[src/rtl/ifetch_queue_if.sv]
// ifetch_queue_if: fetch-stage bundle between the PC, instruction memory and decode.
//   pc_count    current PC                  pc_adv      request accepted, PC may advance
//   imem_req    fetch request               imem_addr   fetch address
//   imem_gnt    memory accepts request      imem_rvalid read data valid (grant order)
//   imem_rdata  instruction word            flush       redirect, drop queued/in-flight work
//   ir_valid    head instruction valid      ir, ir_pc   head instruction and its PC
//   ir_ready    decode consumes head
// slave is the fetch stage's view; master is the surrounding environment's view.
interface ifetch_queue_if #(
    parameter int unsigned XLEN = 32
) ();
    logic            pc_adv;
    logic [XLEN-1:0] pc_count;
    logic            imem_req;
    logic [XLEN-1:0] imem_addr;
    logic            imem_gnt;
    logic            imem_rvalid;
    logic [XLEN-1:0] imem_rdata;
    logic            flush;
    logic            ir_valid;
    logic [XLEN-1:0] ir;
    logic [XLEN-1:0] ir_pc;
    logic            ir_ready;

    modport slave (
        input  pc_count, imem_gnt, imem_rvalid, imem_rdata, flush, ir_ready,
        output pc_adv, imem_req, imem_addr, ir_valid, ir, ir_pc
    );

    modport master (
        output pc_count, imem_gnt, imem_rvalid, imem_rdata, flush, ir_ready,
        input  pc_adv, imem_req, imem_addr, ir_valid, ir, ir_pc
    );
endinterface

[src/rtl/ifetch_queue.sv]
// ifetch_queue: instruction fetch stage with an in-order prefetch queue.
// Issues IMEM reads at the current PC, pulses pc_adv on grant, records each granted address
// in a pending-address FIFO, pairs returned words with their address in the queue, and
// presents the queue head to decode via ir_valid/ir_ready. flush drops queued entries and
// turns every outstanding fetch into a discard that is silently retired when it returns.
// Ports:
//   clk    clock, all state on posedge
//   rst_n  asynchronous active-low reset
//   bus    ifetch_queue_if.slave (PC, IMEM and decode handshakes)
module ifetch_queue #(
    parameter int unsigned DEPTH = 2,
    parameter int unsigned XLEN  = 32
) (
    input logic           clk,
    input logic           rst_n,
    ifetch_queue_if.slave bus
);
    localparam int unsigned PtrW = $clog2(DEPTH);
    localparam int unsigned CntW = PtrW + 1;
    localparam logic [CntW+1:0] DepthW = (CntW + 2)'(DEPTH);

    // occ: queued words, pend: live outstanding, disc: outstanding but flushed
    logic [CntW-1:0] occ_q, occ_d, pend_q, pend_d, disc_q, disc_d;
    logic [PtrW-1:0] q_head_q, q_head_d, q_tail_q, q_tail_d;
    logic [PtrW-1:0] pa_rd_q, pa_rd_d, pa_wr_q, pa_wr_d;
    logic [XLEN-1:0] q_ir_q [DEPTH];
    logic [XLEN-1:0] q_pc_q [DEPTH];
    logic [XLEN-1:0] pa_q   [DEPTH];

    logic [CntW+1:0] inflight;
    logic            grant, rsp_drop, rsp_take, pop, retire, q_wr;

    assign inflight = (CntW + 2)'(occ_q) + (CntW + 2)'(pend_q) + (CntW + 2)'(disc_q);

    assign bus.imem_req  = rst_n & ~bus.flush & (inflight < DepthW);
    assign bus.imem_addr = bus.pc_count;
    assign bus.pc_adv    = grant;
    assign bus.ir_valid  = (occ_q != '0);
    assign bus.ir        = q_ir_q[q_head_q];
    assign bus.ir_pc     = q_pc_q[q_head_q];

    always_comb begin
        grant    = bus.imem_req & bus.imem_gnt;
        // Flushed requests are always older than live ones, so they retire first.
        rsp_drop = bus.imem_rvalid & (disc_q != '0);
        rsp_take = bus.imem_rvalid & (disc_q == '0) & (pend_q != '0);
        retire   = bus.imem_rvalid & ((disc_q != '0) | (pend_q != '0));
        pop      = (occ_q != '0) & bus.ir_ready & ~bus.flush;
        q_wr     = rsp_take & ~bus.flush;

        occ_d    = occ_q;
        pend_d   = pend_q;
        disc_d   = disc_q;
        q_head_d = q_head_q;
        q_tail_d = q_tail_q;
        pa_rd_d  = pa_rd_q;
        pa_wr_d  = pa_wr_q;

        if (bus.flush) begin
            occ_d    = '0;
            q_head_d = q_tail_q;
            pa_rd_d  = pa_wr_q;
            pend_d   = '0;
            // A response arriving in the flush cycle retires one outstanding fetch.
            disc_d   = disc_q + pend_q - CntW'(retire);
        end else begin
            occ_d  = occ_q + CntW'(rsp_take) - CntW'(pop);
            pend_d = pend_q + CntW'(grant) - CntW'(rsp_take);
            disc_d = disc_q - CntW'(rsp_drop);
            if (pop)      q_head_d = q_head_q + PtrW'(1);
            if (rsp_take) begin
                q_tail_d = q_tail_q + PtrW'(1);
                pa_rd_d  = pa_rd_q + PtrW'(1);
            end
            if (grant)    pa_wr_d  = pa_wr_q + PtrW'(1);
        end
    end

    always_ff @(posedge clk or negedge rst_n) begin
        if (!rst_n) begin
            occ_q    <= '0;
            pend_q   <= '0;
            disc_q   <= '0;
            q_head_q <= '0;
            q_tail_q <= '0;
            pa_rd_q  <= '0;
            pa_wr_q  <= '0;
            for (int unsigned i = 0; i < DEPTH; i++) begin
                q_ir_q[i] <= '0;
                q_pc_q[i] <= '0;
                pa_q[i]   <= '0;
            end
        end else begin
            occ_q    <= occ_d;
            pend_q   <= pend_d;
            disc_q   <= disc_d;
            q_head_q <= q_head_d;
            q_tail_q <= q_tail_d;
            pa_rd_q  <= pa_rd_d;
            pa_wr_q  <= pa_wr_d;
            if (grant) pa_q[pa_wr_q] <= bus.pc_count;
            if (q_wr) begin
                q_ir_q[q_tail_q] <= bus.imem_rdata;
                q_pc_q[q_tail_q] <= pa_q[pa_rd_q];
            end
        end
    end
endmodule
[src/flat_wrapper.sv]
// flat-port wrapper written by rule: the top's interface ports become plain ports
module ifetch_queue_flat 
#(
    parameter int unsigned DEPTH = 2,
    parameter int unsigned XLEN  = 32
)
  (clk, rst_n, bus_pc_count, bus_imem_gnt, bus_imem_rvalid, bus_imem_rdata, bus_flush, bus_ir_ready, bus_pc_adv, bus_imem_req, bus_imem_addr, bus_ir_valid, bus_ir, bus_ir_pc);
  ifetch_queue_if #(.XLEN(XLEN)) bus_i ();
  input logic clk;
  input logic rst_n;
  input wire logic [$bits(bus_i.pc_count)-1:0] bus_pc_count;
  input wire logic [$bits(bus_i.imem_gnt)-1:0] bus_imem_gnt;
  input wire logic [$bits(bus_i.imem_rvalid)-1:0] bus_imem_rvalid;
  input wire logic [$bits(bus_i.imem_rdata)-1:0] bus_imem_rdata;
  input wire logic [$bits(bus_i.flush)-1:0] bus_flush;
  input wire logic [$bits(bus_i.ir_ready)-1:0] bus_ir_ready;
  output wire logic [$bits(bus_i.pc_adv)-1:0] bus_pc_adv;
  output wire logic [$bits(bus_i.imem_req)-1:0] bus_imem_req;
  output wire logic [$bits(bus_i.imem_addr)-1:0] bus_imem_addr;
  output wire logic [$bits(bus_i.ir_valid)-1:0] bus_ir_valid;
  output wire logic [$bits(bus_i.ir)-1:0] bus_ir;
  output wire logic [$bits(bus_i.ir_pc)-1:0] bus_ir_pc;
  assign bus_i.pc_count = bus_pc_count;
  assign bus_i.imem_gnt = bus_imem_gnt;
  assign bus_i.imem_rvalid = bus_imem_rvalid;
  assign bus_i.imem_rdata = bus_imem_rdata;
  assign bus_i.flush = bus_flush;
  assign bus_i.ir_ready = bus_ir_ready;
  assign bus_pc_adv = bus_i.pc_adv;
  assign bus_imem_req = bus_i.imem_req;
  assign bus_imem_addr = bus_i.imem_addr;
  assign bus_ir_valid = bus_i.ir_valid;
  assign bus_ir = bus_i.ir;
  assign bus_ir_pc = bus_i.ir_pc;
  ifetch_queue #(.DEPTH(DEPTH), .XLEN(XLEN)) u_core (.clk(clk), .rst_n(rst_n), .bus(bus_i));
endmodule
[config.mk]
export PLATFORM = sky130hd
export DESIGN_NAME = ifetch_queue_flat
export DESIGN_NICKNAME = d
export VERILOG_FILES = /design/src/rtl/ifetch_queue_if.sv /design/src/rtl/ifetch_queue.sv /design/src/flat_wrapper.sv
export SDC_FILE = /design/constraint.sdc
export NUM_CORES = 1
export LEC_CHECK = 0
export ABC_AREA = 1
export BUFFER_PORTS_ARGS = -buffer_cell sky130_fd_sc_hd__clkbuf_2
export CAP_MARGIN = 20
export CORE_UTILIZATION = 51
export DETAILED_ROUTE_END_ITERATION = 16
export HOLD_SLACK_MARGIN = 0.05
export PLACE_DENSITY = 0.76
export SLEW_MARGIN = 20
export SYNTH_ARGS = -nofsm -noshare
export SYNTH_HDL_FRONTEND = slang
export SYNTH_SLANG_ARGS = --single-unit
[constraint.sdc]
create_clock -name clk -period 3.05 [get_ports clk]
set_input_delay 0.305 -clock clk [delete_from_list [all_inputs] [get_ports clk]]
set_output_delay 0.305 -clock clk [all_outputs]
set_load 0.05 [all_outputs]
==> summary.md, run 1 <==
| Metric | Value |
|---|---|
| CTS Buf Count | `22` |
| Rows | `51` |
| Final Hold Fails | `0` |
| Register bit total from synthesis | `202` |
| Failing checks | `setup timing` |
| Via count | `7,765` |
| GPL Wtd Cong | `0.760` |
| Synth Area in Adders | `0.0151` |
| WHS | `65.7 ps` |
| Syn nets | `1,182` |
| RR Endpoint | `u_core.pend_q[1]` |
| Root Driver | `clkbuf_16` |
| Netlist cell types | `31` |
| Final Cell Area | `11,700 um2` |
| Die ar. | `20,300 um2` |
| DRT met1 WL | `10,300 um` |
| N_diodes | `0` |
| Post-Synth Simple-Gate Area | `0.240` |
| Yosys Warn Count | `0` |
| First-pass GRT wire length | `36,500 um` |
| Synth Area in Compound Gates | `0.110` |
| Clk sinks | `202` |
| Peak supply drop | `0.388 mV` |
| Worst Path Class, Setup | `reg2out` |
| Pin count of the biggest net entering global routing | `203` |
| CP Data Required Time | `2740 ps` |
| GRT Residual Overflow | `0` |
| Multi-input logic area | `4100 um2` |
| Highest routed layer | `met4` |
| Crit. Startpoint | `u_core.occ_q[0]` |
| Area contributors post-synth | `dfrtp_1 50%, nand2_1 15%, o21ai_2 10%, nand4_1 4.1%, mux2i_1 3.2%` |
| Unrepaired setup endpoints after global routing | `true` |
| FILL cells | `1,658` |
| CTS tree | `yes` |
| Setup tns final | `-496 ps` |
| Drt total wl | `22,600 um` |
| Leak | `6.22 nW` |
| Placed Area | `10,800 um2` |
| Fin cells | `1,500` |
| Reg2Reg Setup Slack | `-110 ps` |
| Critical R2R Launch | `u_core.occ_q[0]` |
| Initial Util | `0.520` |
| Detail Route Antenna Nets | `0` |
| Clk_lat worst skew | `500 ps` |
| Period utilization | `1.07` |
| Outcome | `complete, but fails checks` |
| Mean post-synth cell area | `9.16 um2` |
| Clock Skews | `8.03 ps` |
| Critical path startpoint category | `flop` |
| Buffers and inverters on the worst path | `4` |
| Power per cell area | `998 nW/um2` |
| H-tree depth | `1` |
| Total Routing Usage GR | `0.225` |
| WP depth | `12` |
| Initial antenna violation count | `0` |
| Minimum clock period | `3250 ps` |
| Post-DP HPWL | `13,900 um` |
| Worst setup margin | `-202 ps` |
| Layout area overhead | `16.2%` |
| Routed met2 length | `10,400 um` |
| Clock transition at path regs | `60 ps` |
| Setup WS pre-CTS | `37.1 ps` |
| MaxCap Viol Count | `0` |
| Worst Reg-to-Reg Cells | `16` |
| Crit end category | `output pin` |
| Die Y | `143 um` |
| Drt wl/cell | `15.1 um` |
| Yosys top cell by area | `dfrtp_1` |
| Die X-Extent | `143 um` |
| Crit path max-delay family | `adder cells` |
| Slew Limit Headroom | `0.293` |
| Post-synthesis cell count | `1,101` |
| Register area | `5060 um2` |
| Setup crit end | `bus_pc_adv` |
| Post-layout util | `0.604` |
| Setup violators final | `4` |
| Met3 WL | `1500 um` |
| Share of the synthesized area in the top cell type | `0.501` |
| Post-synthesis sequential area ratio | `0.501` |
| Multiplexer share of the synthesized area | `0.0318` |
| I/O Pins | `169` |
| Worst Max-Slew Pin Slew | `1050 ps` |
| Tot Pwr | `11.7 mW` |
| Max stage delay on crit path | `500 ps` |
| Vias/cell | `5.18` |
| Critical path peak fanout | `3` |
| Initial drt markers | `524` |
| Achievable Freq | `0.308 GHz` |
| Synth Cell Area | `10,100 um2` |
| Fin nets | `1,304` |
| Placed insts | `1,451` |
| Vias in the first global route | `7,168` |
| Longest Clk Path Bufs | `3` |
| Final Max Slew Viols | `0` |
| XOR/XNOR Fraction of Synth Area | `0.00608` |
| Port bufs | `168` |
| Share of cells above drive strength 1 | `0.338` |
| Critical path data arrival time | `2950 ps` |
| Drt drc | `0` |
| Critical Path, Cell by Cell | `ha_2 > fa_1 > inv_1 > fa_1 > nand2_1 > nor2_1 > nand2_1 > a21oi_4 > nand2_2 > buf_6 > inv_4 > buf_12` |
| Hold Path Class | `in2reg` |
| DRT Pass-1 Iters | `7` |
| CP max stage cell | `fa_1` |
| Main combinational cell family by area after synthesis | `simple AND/OR/NAND/NOR gates` |
| Core Region | `19,400 um2` |
-- cell families after synthesis --
kind of cell,Yosys count
DFF,202
muxes,32
and+or+nand+nor,553
buffers and inverters,161
AOI/OAI and AO/OA,135
xor gates and xnor gates,7
adders and majority gates,11
-- area by class of cell --
type,instances,area share
Clock buffer,32,0.0554
Clock inverter,4,0.00598
Inverter,55,0.0180
Multi-Input combinational cell,738,0.349
Sequential cell,202,0.431
Tap cell,265,0.0283
Timing Repair Buffer,204,0.112
-- tightest hold or removal path, cell delays in order --
cell and delay, ps:
clkbuf_2 100, nand4_1 80, nand2_1 40
-- power by group --
group,total (mW),switching (mW),internal (mW)
combinational,4.85,3.42,1.43
sequential,4.20,0.608,3.59
clock,2.66,1.03,1.63
-- cell usage after synthesis (all sizes together) --
cell and instances:
inv 54, xor2 3, fa 2, nand2b 1
o21ai 133, or2 1, dfrtp 202, nand4 66
nor2 11, clkinv 1, nand2 466, ha 9
clkbuf 21, a21oi 2, mux2i 32, xnor2 4
nand3 8, buf 85
-- sequential cells by signal, summed over array words and instances (netlist names), 2 cells and up --
name / cells
u_core.pend_q: 2
u_core.q_ir_q: 64
u_core.disc_q: 2
u_core.pa_q: 64
u_core.q_pc_q: 64
u_core.occ_q: 2
-- metal layers --
metal	vias up	track usage
met5	-	0
met4	0	0.0600
met3	32	0.0352
met2	259	0.358
met1	3703	0.321
li1	3771	-
-- repair_timing --
action	4_1_cts	5_1_grt
gates cloned	2	1
hold buffers	0	1
setup endpoints to repair	3	25
resized for setup	9	2
pin swaps	3	3
setup buffers	6	3
hold endpoints to repair	0	69
-- cells in the final DEF (no fill, tap or decap), types with 2 or more instances in the layout --
master	n
o21ai_1	10
ha_1	6
ha_2	2
buf_4	24
nand3_4	2
clkbuf_8	5
dfrtp_1	200
inv_2	4
bufinv_16	2
clkinv_2	2
mux2i_1	32
nand2_2	51
clkbuf_16	25
nor2_1	9
clkbuf_2	165
nand2_1	414
o21ai_2	115
fa_1	2
nand4_1	66
o21ai_0	8
xnor2_1	4
buf_16	2
nand3_1	6
dfrtp_2	2
inv_4	2
buf_12	6
buf_6	2
inv_1	48
clkbuf_1	5
xor2_1	3
-- worst min-delay path by stage --
stage	cells after the start	slack, ps	end	start
6_report	3	70	u_core.pa_q[54]	bus_pc_count[22]
3_5_place_dp	2	470	u_core.pa_q[8]	u_core.pa_q[8]
5_1_grt	3	70	u_core.pa_q[25]	bus_pc_count[25]
2_1_floorplan	0	9	u_core.disc_q[0]	rst_n
3_3_place_gp	2	460	u_core.pa_q[2]	u_core.pa_q[2]
4_1_cts	3	50	u_core.pa_q[54]	bus_pc_count[22]
No activity file was read; power rests on OpenSTA's default activity.
==> run 2, diff against run 1 <==
--- a/config.mk
+++ b/config.mk
@@ -6,12 +6,12 @@
 export NUM_CORES = 1
 export LEC_CHECK = 0
 export ABC_AREA = 1
-export BUFFER_PORTS_ARGS = -buffer_cell sky130_fd_sc_hd__clkbuf_2
 export CAP_MARGIN = 20
-export CORE_UTILIZATION = 51
+export CORE_UTILIZATION = 55
 export DETAILED_ROUTE_END_ITERATION = 16
+export DONT_BUFFER_PORTS = 1
 export HOLD_SLACK_MARGIN = 0.05
-export PLACE_DENSITY = 0.76
+export PLACE_DENSITY = 0.73
 export SLEW_MARGIN = 20
 export SYNTH_ARGS = -nofsm -noshare
 export SYNTH_HDL_FRONTEND = slang
==> run 2 against run 1 <==
Effect of this change:
- the flow finishes with violations (hold timing, setup timing)
- setup slack better by 70 ps
- clock-buffer cell count shrank 2
- power decreased by 4.1%
- final area shrank 2.6%
- final cell count decreased by 9.8%
- utilization up 3.2 points
- via count fell by 6.6%
- maximum frequency rose by 2.2%
- largest power group unchanged
==> summary.md, run 2 (synthesis results as in run 1) <==
| Metric | Value |
|---|---|
| Outcome | `complete, but fails checks` |
| Failing checks | `hold timing, setup timing` |
| H-tree depth | `1 (unchanged)` |
| Critical path data arrival time | `2880 ps (-70 ps)` |
| Reg2Reg Setup Slack | `-40 ps (+70 ps)` |
| Minimum clock period | `3180 ps (-69.7 ps)` |
| FILL cells | `1,478 (-11%)` |
| Die ar. | `18,900 um2 (-7.2%)` |
| Final Max Slew Viols | `0 (unchanged)` |
| Worst Reg-to-Reg Cells | `15 (-1)` |
| Max stage delay on crit path | `520 ps (+20 ps)` |
| Total Routing Usage GR | `0.233 (+0.00833)` |
| Clock Skews | `12.3 ps (+4.32 ps)` |
| Die X-Extent | `137 um (-3.7%)` |
| Critical path peak fanout | `3 (unchanged)` |
| Hold_buf cts | `68 (+68)` |
| Slew Limit Headroom | `0.478 (+0.185)` |
| Setup violators final | `4 (unchanged)` |
| Leak | `5.74 nW (-7.7%)` |
| Initial Util | `0.562 (+0.0415)` |
| N_diodes | `0 (unchanged)` |
| Achievable Freq | `0.314 GHz (+2.2%)` |
| Share of total power in the clock network | `0.232 (+0.005)` |
| Die Y | `137 um (-3.7%)` |
| Power per cell area | `983 nW/um2 (-1.6%)` |
| Vias/cell | `5.36 (+3.6%)` |
| Drt wl/cell | `16.3 um (+8.0%)` |
| DRT Pass-1 Iters | `5 (-2)` |
| Post-DP HPWL | `12,600 um (-9.5%)` |
| Post-layout util | `0.636 (+0.0316)` |
| CP max stage cell | `fa_1` |
| Worst Path Class, Setup | `reg2out` |
| Worst setup margin | `-132 ps (+69.7 ps)` |
| CTS Buf Count | `22 (unchanged)` |
| Clk_lat worst skew | `500 ps (about the same)` |
| Top flop regs | `u_core.pa_q: 64 flops, u_core.q_ir_q: 64 flops, u_core.q_pc_q: 64 flops` |
| Most frequent cells in the layout | `414 x nand2_1, 200 x dfrtp_1, 115 x o21ai_2` |
| Fin nets | `1,194 (-8.4%)` |
| Pin count of the biggest net entering global routing | `205 (+0.99%)` |
| Vias in the first global route | `6,730 (-6.1%)` |
| Combinational Power Share | `0.399 (-0.015)` |
| Most common cell after layout, fill and taps aside | `nand2_1` |
| Initial drt markers | `517 (-1.3%)` |
| GRT Residual Overflow | `0 (unchanged)` |
| Pint | `6.41 mW (-3.6%)` |
| Crit end category | `output pin` |
| Drt drc | `0 (unchanged)` |
| Critical path startpoint category | `flop` |
| Final Hold Fails | `202 (+202)` |
| Core Region | `18,000 um2 (-7.4%)` |
| Switching Share | `0.429 (-0.00264)` |
| Unrepaired setup endpoints after global routing | `true` |
| Clock transition at path regs | `60 ps (about the same)` |
| First-pass GRT wire length | `34,800 um (-4.6%)` |
| Hold Path Class | `in2async` |
| Share of cells above drive strength 1 | `0.214 (-0.125)` |
| MaxCap Viol Count | `0 (unchanged)` |
| Port bufs | `0 (-100%)` |
| Tot Pwr | `11.2 mW (-4.1%)` |
| Final Cell Area | `11,400 um2 (-2.6%)` |
| Worst Max-Slew Pin Slew | `783 ps (-271 ps)` |
| Initial antenna violation count | `0 (unchanged)` |
| Critical Path, Cell by Cell | `ha_2 > fa_1 > inv_1 > fa_1 > nand2_1 > nor2_1 > nand2_1 > a21oi_4 > nand2_2 > inv_2 > buf_12` |
| Longest Clk Path Bufs | `3 (unchanged)` |
| CTS tree | `yes` |
| Period utilization | `1.04 (-0.0229)` |
| Detail Route Antenna Nets | `0 (unchanged)` |
| Peak supply drop | `0.551 mV (+42%)` |
| Rows | `49 (-3.9%)` |
| Net Sw Power | `4.82 mW (-4.7%)` |
| Placed Area | `9850 um2 (-8.6%)` |
| Via count | `7,256 (-6.6%)` |
| WHS | `-496 ps (-561 ps)` |
| GPL Wtd Cong | `0.763 (+0.49%)` |
| Register share of total power | `0.369 (+0.011)` |
| Root Driver | `clkbuf_16` |
| I/O Pins | `169 (unchanged)` |
| RR Endpoint | `u_core.pend_q[1]` |
| CP Data Required Time | `2740 ps (about the same)` |
| Critical R2R Launch | `u_core.pend_q[0]` |
| Clk sinks | `202 (unchanged)` |
| Layout area overhead | `13.3%` |
| Drt total wl | `22,100 um (-2.6%)` |
## run 2: changes by cell type in the layout (fill, tap and decap cells not counted), sizes merged
| cell | change |
|---|---|
| clkinv | +1 |
| buf | -11 |
| bufbuf | +3 |
| dlygate4sd3 | +66 |
| clkbuf | -170 |
## run 2: power groups by stage
stage / logic [mW] / registers, mW / clock network [mW]
floorplan: 3.74 / 4.02 / 0
global placement: 4.17 / 4.14 / 0
detailed placement: 4.23 / 4.18 / 0
CTS: 4.50 / 4.13 / 2.66
global route: 4.88 / 4.26 / 2.76
finish: 4.48 / 4.14 / 2.60
## run 2: critical path, delay by kind of cell (launching register included)
family	cells	cell delay [ps]
adder cells (fa/ha/maj)	3	1210
flip-flops	1	390
AO/OA/AOI/OAI	1	150
buffers and inverters	3	270
AND/OR/NAND/NOR	4	360
## run 2: layout make-up
type / instances / area, um2 / area share
clock buffers: 30 / 622 / 0.0544
clock inverters: 5 / 75.1 / 0.00657
inverters: 55 / 209 / 0.0183
multi-input cells: 738 / 4080 / 0.357
flip-flops and latches: 202 / 5060 / 0.443
well taps: 229 / 287 / 0.0251
repair buffers: 94 / 1090 / 0.0956
## run 2: repair_timing
| action | CTS | global route |
|---|---|---|
| gates resized for setup | 4 | 1 |
| endpoints found under the hold margin | 339 | 202 |
| buffers inserted | 5 | 1 |
| pin swaps | 6 | 1 |
| gates cloned | 4 | 0 |
| setup endpoints to repair | 2 | 18 |
## run 2: worst max path at each step
stage	cells past startpoint	end	startpoint	slack, ps
after floorplan	15	u_core.pend_q[1]	u_core.pend_q[0]	50
after global placement	14	u_core.pend_q[1]	u_core.occ_q[0]	110
after detailed placement	14	u_core.pend_q[1]	u_core.occ_q[0]	60
after CTS	11	bus_pc_adv	u_core.pend_q[0]	-90
after global routing	11	bus_pc_adv	u_core.pend_q[0]	-190
final	11	bus_pc_adv	u_core.pend_q[0]	-130
## run 2: through the flow
step                setup TNS, ps  std cells  setup slack, ps
finish                       -336       1353             -132
global route                 -676       1353             -194
CTS                          -174       1352            -91.8
detailed placement              0       1241             63.9
global placement                0       1241              107
floorplan                       0       1101             53.3
## run 2: metal layers
metal	vias to the layer above	GRT usage	wire length, um
li1	3555	-	-
met4	0	0.0623	361
met2	236	0.373	10200
met1	3433	0.323	9830
met3	32	0.0482	1640
met5	-	0	0
